## src/rtl/fm_pkg.sv

```systemverilog
// Shared FM modem types: phase/sample types, quarter-wave table geometry and
// the elaboration-time sine generator used to fill the quarter-wave ROM.
package fm_pkg;

  typedef logic [31:0]        phase_t;
  typedef logic signed [15:0] sample_t;

  localparam int unsigned LUT_ADDR_W = 10;
  localparam int unsigned QW_DEPTH   = 256;

  typedef enum logic {
    OUT_EMPTY = 1'b0,
    OUT_FULL  = 1'b1
  } out_state_t;

  // amp * sin(idx * (pi/2) / QW_DEPTH), rounded; Q30 Taylor series to x^15.
  function automatic logic [15:0] quarter_sine_entry(int unsigned idx, logic [15:0] amp);
    longint x;
    longint x2;
    longint term;
    longint sum;
    x    = (longint'(idx) * 64'sd1686629713) >>> 8;
    x2   = (x * x) >>> 30;
    term = x;
    sum  = x;
    for (int unsigned n = 1; n <= 7; n++) begin
      term = -((term * x2) >>> 30) / longint'((2 * n) * (2 * n + 1));
      sum  = sum + term;
    end
    return 16'((sum * longint'(amp) + 64'sd536870912) >>> 30);
  endfunction

endpackage

```

## src/rtl/fm_modulate_if.sv

```systemverilog
// AXI-Stream bundle used between the fm_modulate wrapper and its core.
interface fm_modulate_if #(
  parameter int unsigned DATA_W = 32
);
  logic                  tvalid;
  logic                  tready;
  logic                  tlast;
  logic [DATA_W-1:0]     tdata;
  logic [DATA_W/8-1:0]   tstrb;

  modport master (output tvalid, tlast, tdata, tstrb, input tready);
  modport slave  (input tvalid, tlast, tdata, tstrb, output tready);
endinterface

```

## src/rtl/fm_modulate_core.sv

```systemverilog
// FM modulator datapath: phase accumulator plus a one-deep output register.
// Define FM_MODULATE_IQ_EN for cartesian {Q, I} output instead of polar.
module fm_modulate_core
  import fm_pkg::*;
#(
  parameter int unsigned C_S00_AXIS_TDATA_WIDTH = 32,
  parameter int unsigned C_M00_AXIS_TDATA_WIDTH = 32,
  parameter phase_t      CARRIER_INC            = 32'h0,
  parameter int unsigned GAIN_SHIFT             = 4,
  parameter logic [15:0] AMPLITUDE              = 16'h7FFF,
  parameter int unsigned PHASE_CLR_ON_LAST      = 0
) (
  input logic            clk,
  input logic            rst_n,
  fm_modulate_if.slave   s_axis,
  fm_modulate_if.master  m_axis
);

  localparam int unsigned STRB_W = C_M00_AXIS_TDATA_WIDTH / 8;

  out_state_t                        state_q, state_d;
  phase_t                            phase_q, phase_d;
  phase_t                            inc;
  phase_t                            phase_n;
  logic [C_M00_AXIS_TDATA_WIDTH-1:0] tdata_q, tdata_d;
  logic [C_M00_AXIS_TDATA_WIDTH-1:0] word_n;
  logic                              tlast_q, tlast_d;
  logic [STRB_W-1:0]                 tstrb_q, tstrb_d;
  sample_t                           sample;
  logic signed [31:0]                dev;
  logic                              s_ready;
  logic                              accept;
  logic                              unused_hi;

  assign sample    = sample_t'(s_axis.tdata[15:0]);
  assign dev       = 32'(sample);
  assign inc       = CARRIER_INC + phase_t'(dev <<< GAIN_SHIFT);
  assign phase_n   = phase_q + inc;
  assign unused_hi = ^s_axis.tdata[C_S00_AXIS_TDATA_WIDTH-1:16];

`ifdef FM_MODULATE_IQ_EN
  logic signed [15:0] lut_sin;
  logic signed [15:0] lut_cos;

  quarter_sine_lut #(
    .AMPLITUDE (AMPLITUDE)
  ) u_lut (
    .addr  (phase_n[31:32-LUT_ADDR_W]),
    .sin_o (lut_sin),
    .cos_o (lut_cos)
  );

  always_comb begin
    word_n       = '0;
    word_n[31:0] = {lut_sin, lut_cos};
  end
`else
  always_comb begin
    word_n       = '0;
    word_n[31:0] = {phase_n[31:16], AMPLITUDE};
  end
`endif

  // Skid-free single register: refill is allowed in the same cycle it drains
  assign s_ready = m_axis.tready | (state_q == OUT_EMPTY);
  assign accept  = s_axis.tvalid & s_ready;

  always_comb begin
    state_d = state_q;
    phase_d = phase_q;
    tdata_d = tdata_q;
    tlast_d = tlast_q;
    tstrb_d = tstrb_q;

    case (state_q)
      OUT_EMPTY: if (accept) state_d = OUT_FULL;
      OUT_FULL:  if (m_axis.tready && !accept) state_d = OUT_EMPTY;
      default:   state_d = OUT_EMPTY;
    endcase

    if (accept) begin
      phase_d = (PHASE_CLR_ON_LAST != 0 && s_axis.tlast) ? '0 : phase_n;
      tdata_d = word_n;
      tlast_d = s_axis.tlast;
      tstrb_d = s_axis.tstrb;
    end
  end

  always_ff @(posedge clk or negedge rst_n) begin
    if (!rst_n) begin
      state_q <= OUT_EMPTY;
      phase_q <= '0;
      tdata_q <= '0;
      tlast_q <= 1'b0;
      tstrb_q <= '0;
    end else begin
      state_q <= state_d;
      phase_q <= phase_d;
      tdata_q <= tdata_d;
      tlast_q <= tlast_d;
      tstrb_q <= tstrb_d;
    end
  end

  assign s_axis.tready = s_ready;
  assign m_axis.tvalid = (state_q == OUT_FULL);
  assign m_axis.tdata  = tdata_q;
  assign m_axis.tlast  = tlast_q;
  assign m_axis.tstrb  = tstrb_q;

endmodule

```

## src/rtl/quarter_sine_lut.sv

```systemverilog
// Quarter-wave sine ROM with quadrant folding; combinational sin/cos for a
// LUT_ADDR_W-bit phase. Only instantiated when FM_MODULATE_IQ_EN is defined.
module quarter_sine_lut
  import fm_pkg::*;
#(
  parameter logic [15:0] AMPLITUDE = 16'h7FFF
) (
  input  logic [LUT_ADDR_W-1:0] addr,
  output logic signed [15:0]    sin_o,
  output logic signed [15:0]    cos_o
);

  logic [15:0]           rom [QW_DEPTH];
  logic [LUT_ADDR_W-1:0] qaddr [2];
  logic [8:0]            fold_idx [2];
  logic [15:0]           mag [2];
  logic signed [15:0]    val [2];

  for (genvar g = 0; g < QW_DEPTH; g++) begin : g_rom
    localparam logic [15:0] ENTRY = quarter_sine_entry(g, AMPLITUDE);
    assign rom[g] = ENTRY;
  end

  // cos is sin a quarter turn ahead; fold index 256 is the peak, not in the ROM
  assign qaddr[0] = addr;
  assign qaddr[1] = addr + 10'd256;

  always_comb begin
    for (int unsigned k = 0; k < 2; k++) begin
      fold_idx[k] = qaddr[k][8] ? (9'd256 - {1'b0, qaddr[k][7:0]})
                                : {1'b0, qaddr[k][7:0]};
      mag[k]      = fold_idx[k][8] ? AMPLITUDE : rom[fold_idx[k][7:0]];
      val[k]      = qaddr[k][9] ? -$signed(mag[k]) : $signed(mag[k]);
    end
  end

  assign sin_o = val[0];
  assign cos_o = val[1];

endmodule

```

## src/rtl/fm_modulate.sv

```systemverilog
// FM modulator top: AXI-Stream samples in, phase words out (polar by default,
// {Q, I} when FM_MODULATE_IQ_EN is defined). Flat ports kept for drop-in use.
module fm_modulate
  import fm_pkg::*;
#(
  parameter int unsigned C_S00_AXIS_TDATA_WIDTH = 32,
  parameter int unsigned C_M00_AXIS_TDATA_WIDTH = 32,
  parameter phase_t      CARRIER_INC            = 32'h0,
  parameter int unsigned GAIN_SHIFT             = 4,
  parameter logic [15:0] AMPLITUDE              = 16'h7FFF,
  parameter int unsigned PHASE_CLR_ON_LAST      = 0
) (
  input  logic                                s00_axis_aclk,
  input  logic                                s00_axis_aresetn,
  input  logic                                s00_axis_tvalid,
  output logic                                s00_axis_tready,
  input  logic                                s00_axis_tlast,
  input  logic [C_S00_AXIS_TDATA_WIDTH-1:0]   s00_axis_tdata,
  input  logic [C_S00_AXIS_TDATA_WIDTH/8-1:0] s00_axis_tstrb,
  output logic                                m00_axis_tvalid,
  input  logic                                m00_axis_tready,
  output logic                                m00_axis_tlast,
  output logic [C_M00_AXIS_TDATA_WIDTH-1:0]   m00_axis_tdata,
  output logic [C_M00_AXIS_TDATA_WIDTH/8-1:0] m00_axis_tstrb
);

  fm_modulate_if #(.DATA_W(C_S00_AXIS_TDATA_WIDTH)) s_if ();
  fm_modulate_if #(.DATA_W(C_M00_AXIS_TDATA_WIDTH)) m_if ();

  assign s_if.tvalid     = s00_axis_tvalid;
  assign s_if.tlast      = s00_axis_tlast;
  assign s_if.tdata      = s00_axis_tdata;
  assign s_if.tstrb      = s00_axis_tstrb;
  assign s00_axis_tready = s_if.tready;

  assign m_if.tready     = m00_axis_tready;
  assign m00_axis_tvalid = m_if.tvalid;
  assign m00_axis_tlast  = m_if.tlast;
  assign m00_axis_tdata  = m_if.tdata;
  assign m00_axis_tstrb  = m_if.tstrb;

  fm_modulate_core #(
    .C_S00_AXIS_TDATA_WIDTH (C_S00_AXIS_TDATA_WIDTH),
    .C_M00_AXIS_TDATA_WIDTH (C_M00_AXIS_TDATA_WIDTH),
    .CARRIER_INC            (CARRIER_INC),
    .GAIN_SHIFT             (GAIN_SHIFT),
    .AMPLITUDE              (AMPLITUDE),
    .PHASE_CLR_ON_LAST      (PHASE_CLR_ON_LAST)
  ) u_core (
    .clk    (s00_axis_aclk),
    .rst_n  (s00_axis_aresetn),
    .s_axis (s_if.slave),
    .m_axis (m_if.master)
  );

endmodule

```

## config.mk

```make
export PLATFORM = sky130hd
export DESIGN_NAME = fm_modulate
export DESIGN_NICKNAME = d
export VERILOG_FILES = /design/src/rtl/fm_pkg.sv /design/src/rtl/fm_modulate_if.sv /design/src/rtl/fm_modulate_core.sv /design/src/rtl/quarter_sine_lut.sv /design/src/rtl/fm_modulate.sv
export SDC_FILE = /design/constraint.sdc
export NUM_CORES = 1
export LEC_CHECK = 0
export CORE_MARGIN = 5
export CORE_UTILIZATION = 44
export CTS_CLUSTER_SIZE = 40
export DETAILED_ROUTE_END_ITERATION = 10
export GPL_TIMING_DRIVEN = 0
export PLACE_DENSITY = 0.84
export SYNTH_ARGS = -nofsm -noshare
export SYNTH_HDL_FRONTEND = slang
export SYNTH_SLANG_ARGS = --single-unit
export TNS_END_PERCENT = 30
```

## constraint.sdc

```tcl
create_clock -name s00_axis_aclk -period 2.6 [get_ports s00_axis_aclk]
set_input_delay 0.52 -clock s00_axis_aclk [delete_from_list [all_inputs] [get_ports s00_axis_aclk]]
set_output_delay 0.52 -clock s00_axis_aclk [all_outputs]
set_load 0.02 [all_outputs]
```

Yosys cells after proc, flatten, opt, wreduce, memory -nomap -nowiden
Index checks and enable logic that the tools add are counted.

Add/sub/neg operators: 1. Muxes and demuxes: 3. Bitwise logic cells: 3. Reductions and logical operators: 2.

Operator list (number): adder 32 bit (1); two-way mux 1 bit (2); one-hot mux 1 bit (2 select lines) (1); bitwise AND 1 bit (1); logical AND 1 bit (1); logical NOT 1 bit (1); NOT 1 bit (1); OR 1 bit (1).

Flip-flop bits (word level): 69. Input bits: 41. Output and inout bits: 39. Logic and storage cells: 14.

Logic depth before layout (Yosys ltp)
Depth in word-level cells: 7. Gate-level depth with buffers: 10. Mapped depth without buffers: 10.

Worst setup path after synthesis
Ideal clock, no wire load.

Kind: input port to flip-flop. From: in s00_axis_tdata[0]. To: reg u_core.tdata_q[30], in the netlist u_core.m_axis.tdata[30]. Library setup time: 0.132 ns. Arrival time: 2.565 ns. Data required time: 2.468 ns. Path slack: -0.096 ns. Stages on the path: 10. Path buffers: 0. Cell sequence: ha_1 fa_1 a211oi_2 o211ai_1 a41oi_2 o22a_2 a41o_1 o2bb2ai_2 xor2_1 o21ai_1.

Cells in the longest elaborated chain, start to end: 1.

Ends and longest elaborated chain: start, declared (line fm_modulate.sv:18) `input logic [C_S00_AXIS_TDATA_WIDTH-1:0] s00_axis_tdata,`; adder 32 bit (line fm_modulate_core.sv:38) `assign phase_n = phase_q + inc;`; end signal, assigned (line fm_modulate_core.sv:99) `tdata_q <= tdata_d;`; end, declared (line fm_modulate_core.sv:25) `logic [C_M00_AXIS_TDATA_WIDTH-1:0] tdata_q, tdata_d;`.

Every way passes these cells. A chain may end at the register's enable or synchronous reset.

Worst setup path after layout
From: in s00_axis_tdata[13]. To: reg u_core.tdata_q[26], in the netlist u_core.m_axis.tdata[26].

Same word-level chain as after synthesis.

==> reports/metrics.cfg <==
[clock_network]
cts_sinks=35
cts.path.max_buffers=2
clk_latency_ns=0.31
clockRootBuffer=clkbuf_8
ctsHoldBuffers=0
cts_max_level=2
cts_tree=built
cts_buffers=5
clk_pin_slew_ns=0.09

[worst_setup_path]
worst-endpoint-arrival_ns=2.74
crit_path_start_kind=input pin
end_kind=flip-flop
worstRegToRegCells=10
slowest_delay_ns=0.44
required_ns=2.76
critPathKind=in2reg
critPathMaxFanout=4
path_cells=clkdlybuf4s50_1 > ha_4 > nand3_1 > or3_1 > or2_0 > o22a_2 > a41o_1 > buf_4 > xor2_1 > o21ai_1
critPathSlowestCell=clkdlybuf4s50_1

[finish]
area_growth_pct=41.1
num_antenna_cells=0
finish.utilization_pct=64.2
finalNetCount=506
fillers=530
layout_commonest_cell=nand2_1
drive_gt1_share_pct=22.4
stdcell_area_um2=4100
final_cell_mix=nand2_1 (59), buf_4 (50), clkdlybuf4s50_1 (47)

[detailed_routing]
firstDrtPassIters=4
routed_wirelength_um=8150
num_vias=2924
postRouteAntennaNets=0
route.detailed.drc=0
viasPerCell=5.68
wl_per_cell_um=15.8
drt_iter0_markers=202

[power_and_ir_drop]
static-leakage-power_nw=1.82
power_density_nw_per_um2=1160
vdd_ir_drop_max_mv=0.646

[timing]
setup_viol=0
rsz0062_at_grt=true
slew_headroom_pct=45.8
finalCritPeriodShare_pct=99.4
worst_pin_slew_ns=0.812
hold-worst-slack_ns=0.300
drv_slew=0
fin_crit_ns=2.59
fmax_ghz=0.387
finalClockSkew_ns=0.0127
setup-tns-final_ns=0
finalHoldViolCount=0

[global_routing]
grt_pass1_vias=2793
grt_max_degree=36
grt-ovfl-total=0
grt_pass1_wl_um=12900
antenna_found_initial=0
track_usage_pct=18.5

[placement]
place.gp.congestion=0.918
placed_area_um2=3620
numPortBuffers=62
hpwlAfterDp_um=5240

[floorplan]
fp.coreArea_um2=6390
dieArea_um2=8330
io_pins=80
initial_core_util_pct=45.5
fp.dieW_um=91.3
num_rows=29
die_y_um=91.3

[yosys]
synth_top_area_cell=dfrtp_1
synth_top_area_share_pct=30.1
syn_inst=349
yosysSeqAreaShare_pct=30.1
syn-num-nets=418
ys_types=56
syn_area_per_cell_um2=8.33
ys_seq_elements=35
async_reset_ff_share_pct=100
ys.flop_type=dfrtp_1
synth-edff-count=0
netlist_area_um2=2910
ys_top_cells_by_area=dfrtp_1 (30%), ha_1 (12%), buf_4 (8.0%)
yosysWarnings=0

[run]
max_cap_viol_count=0

[run_status]
outcome=finished clean

[worst_hold_path]
min_path_type=in2async

-- flip-flops by register name, summed over array words and instances, names as in the netlist --
signal / flops
u_core.m_axis.tvalid: 1
u_core.phase_q: 13
u_core.m_axis.tstrb: 4
u_core.m_axis.tdata: 16
u_core.m_axis.tlast: 1
-- path summary, 6_finish.rpt --
check                                            to                    from  slack [ns]
max                         u_core.m_axis.tdata[26]      s00_axis_tdata[13]        0.01
min                             u_core.m_axis.tlast        s00_axis_aresetn        0.30
max reg2reg                 u_core.m_axis.tdata[26]       u_core.phase_q[4]        0.05
min reg2reg                  u_core.m_axis.tstrb[1]  u_core.m_axis.tstrb[1]        0.48
max in group asynchronous   u_core.m_axis.tdata[24]        s00_axis_aresetn        1.78
min in group s00_axis_aclk   u_core.m_axis.tstrb[1]  u_core.m_axis.tstrb[1]        0.48
-- routing by layer --
metal | wire (um) | GRT usage [%] | vias up
met5 | 0 | 0 | -
li1 | - | - | 1400
met2 | 4040 | 32.0 | 124
met4 | 276 | 8.07 | 0
met3 | 524 | 3.72 | 32
met1 | 3310 | 22.2 | 1368
-- repair_timing --
| item | in CTS | in global routing |
|---|---|---|
| setup endpoints to repair | 12 | 10 |
| setup buffers | 11 | 10 |
| gates resized for setup | 35 | 18 |
| endpoints found under the hold margin | 0 | 0 |
| pin swaps | 13 | 22 |
-- where the power goes --
group	internal, mW	total, mW	switching [mW]
clock	0.291	0.524	0.233
combinational	1.65	3.27	1.63
sequential	0.767	0.979	0.212
-- final cells by class --
cell class	instances	area (um2)	area share, %
buffer	39	263	6.40
clock buffer	5	68.8	1.68
sequential	35	876	21.3
inverter	12	45.0	1.10
timing repair buffer	81	752	18.3
tap	77	96.3	2.35
multi-input combinational	263	1950	47.6
clock inverter	3	47.5	1.16
-- cells in the mapped netlist, types with 2 or more instances --
library cell and instances:
o21ai_1 7, nor4b_1 2, dfrtp_1 35, or4b_2 2, o21a_1 2, o31ai_1 8, nand3_1 3, nor3b_1 2
nor2_1 15, buf_4 31, and2_1 2, xnor2_1 7, nand2b_1 5, ha_1 27, and3_1 4, o211ai_1 4
clkbuf_1 6, buf_1 2, nor2b_1 2, nand2_1 60, a21boi_0 2, xor2_1 8, o21bai_1 3, a211oi_1 5
a21o_1 8, nor3_1 2, nand4_1 4, inv_1 11, o21ai_0 31, a21oi_1 23
-- critical path: cells and delay by family --
family          cells  cell delay [ns]
fa+ha+maj           1             0.30
simple gates        3             0.59
buf+inv             2             0.58
compound gates      3             0.61
xor+xnor            1             0.15
-- stage by stage --
stage | worst slack, ns | total power, mW | cells
6_report | 0.0145 | 4.78 | 515
5_1_grt | -0.0710 | 5.12 | 515
4_1_cts | -0.0341 | 4.46 | 507
3_5_place_dp | -0.916 | 3.54 | 488
3_3_place_gp | -0.839 | 3.45 | 488
2_1_floorplan | 0.0122 | 2.87 | 349
-- logic make-up (layout without fill, tap and decap cells) --
logic type | after synthesis | after routing | synth area share (%)
simple gates | 111 | 111 | 18.0
buf+inv | 51 | 140 | 10.6
xor+xnor | 15 | 15 | 4.52
flops | 35 | 35 | 30.1
compound gates | 108 | 108 | 24.3
fa+ha+maj | 28 | 28 | 12.3
other cells | 1 | 1 | 0.129
No activity file was read; power rests on OpenSTA's default activity.
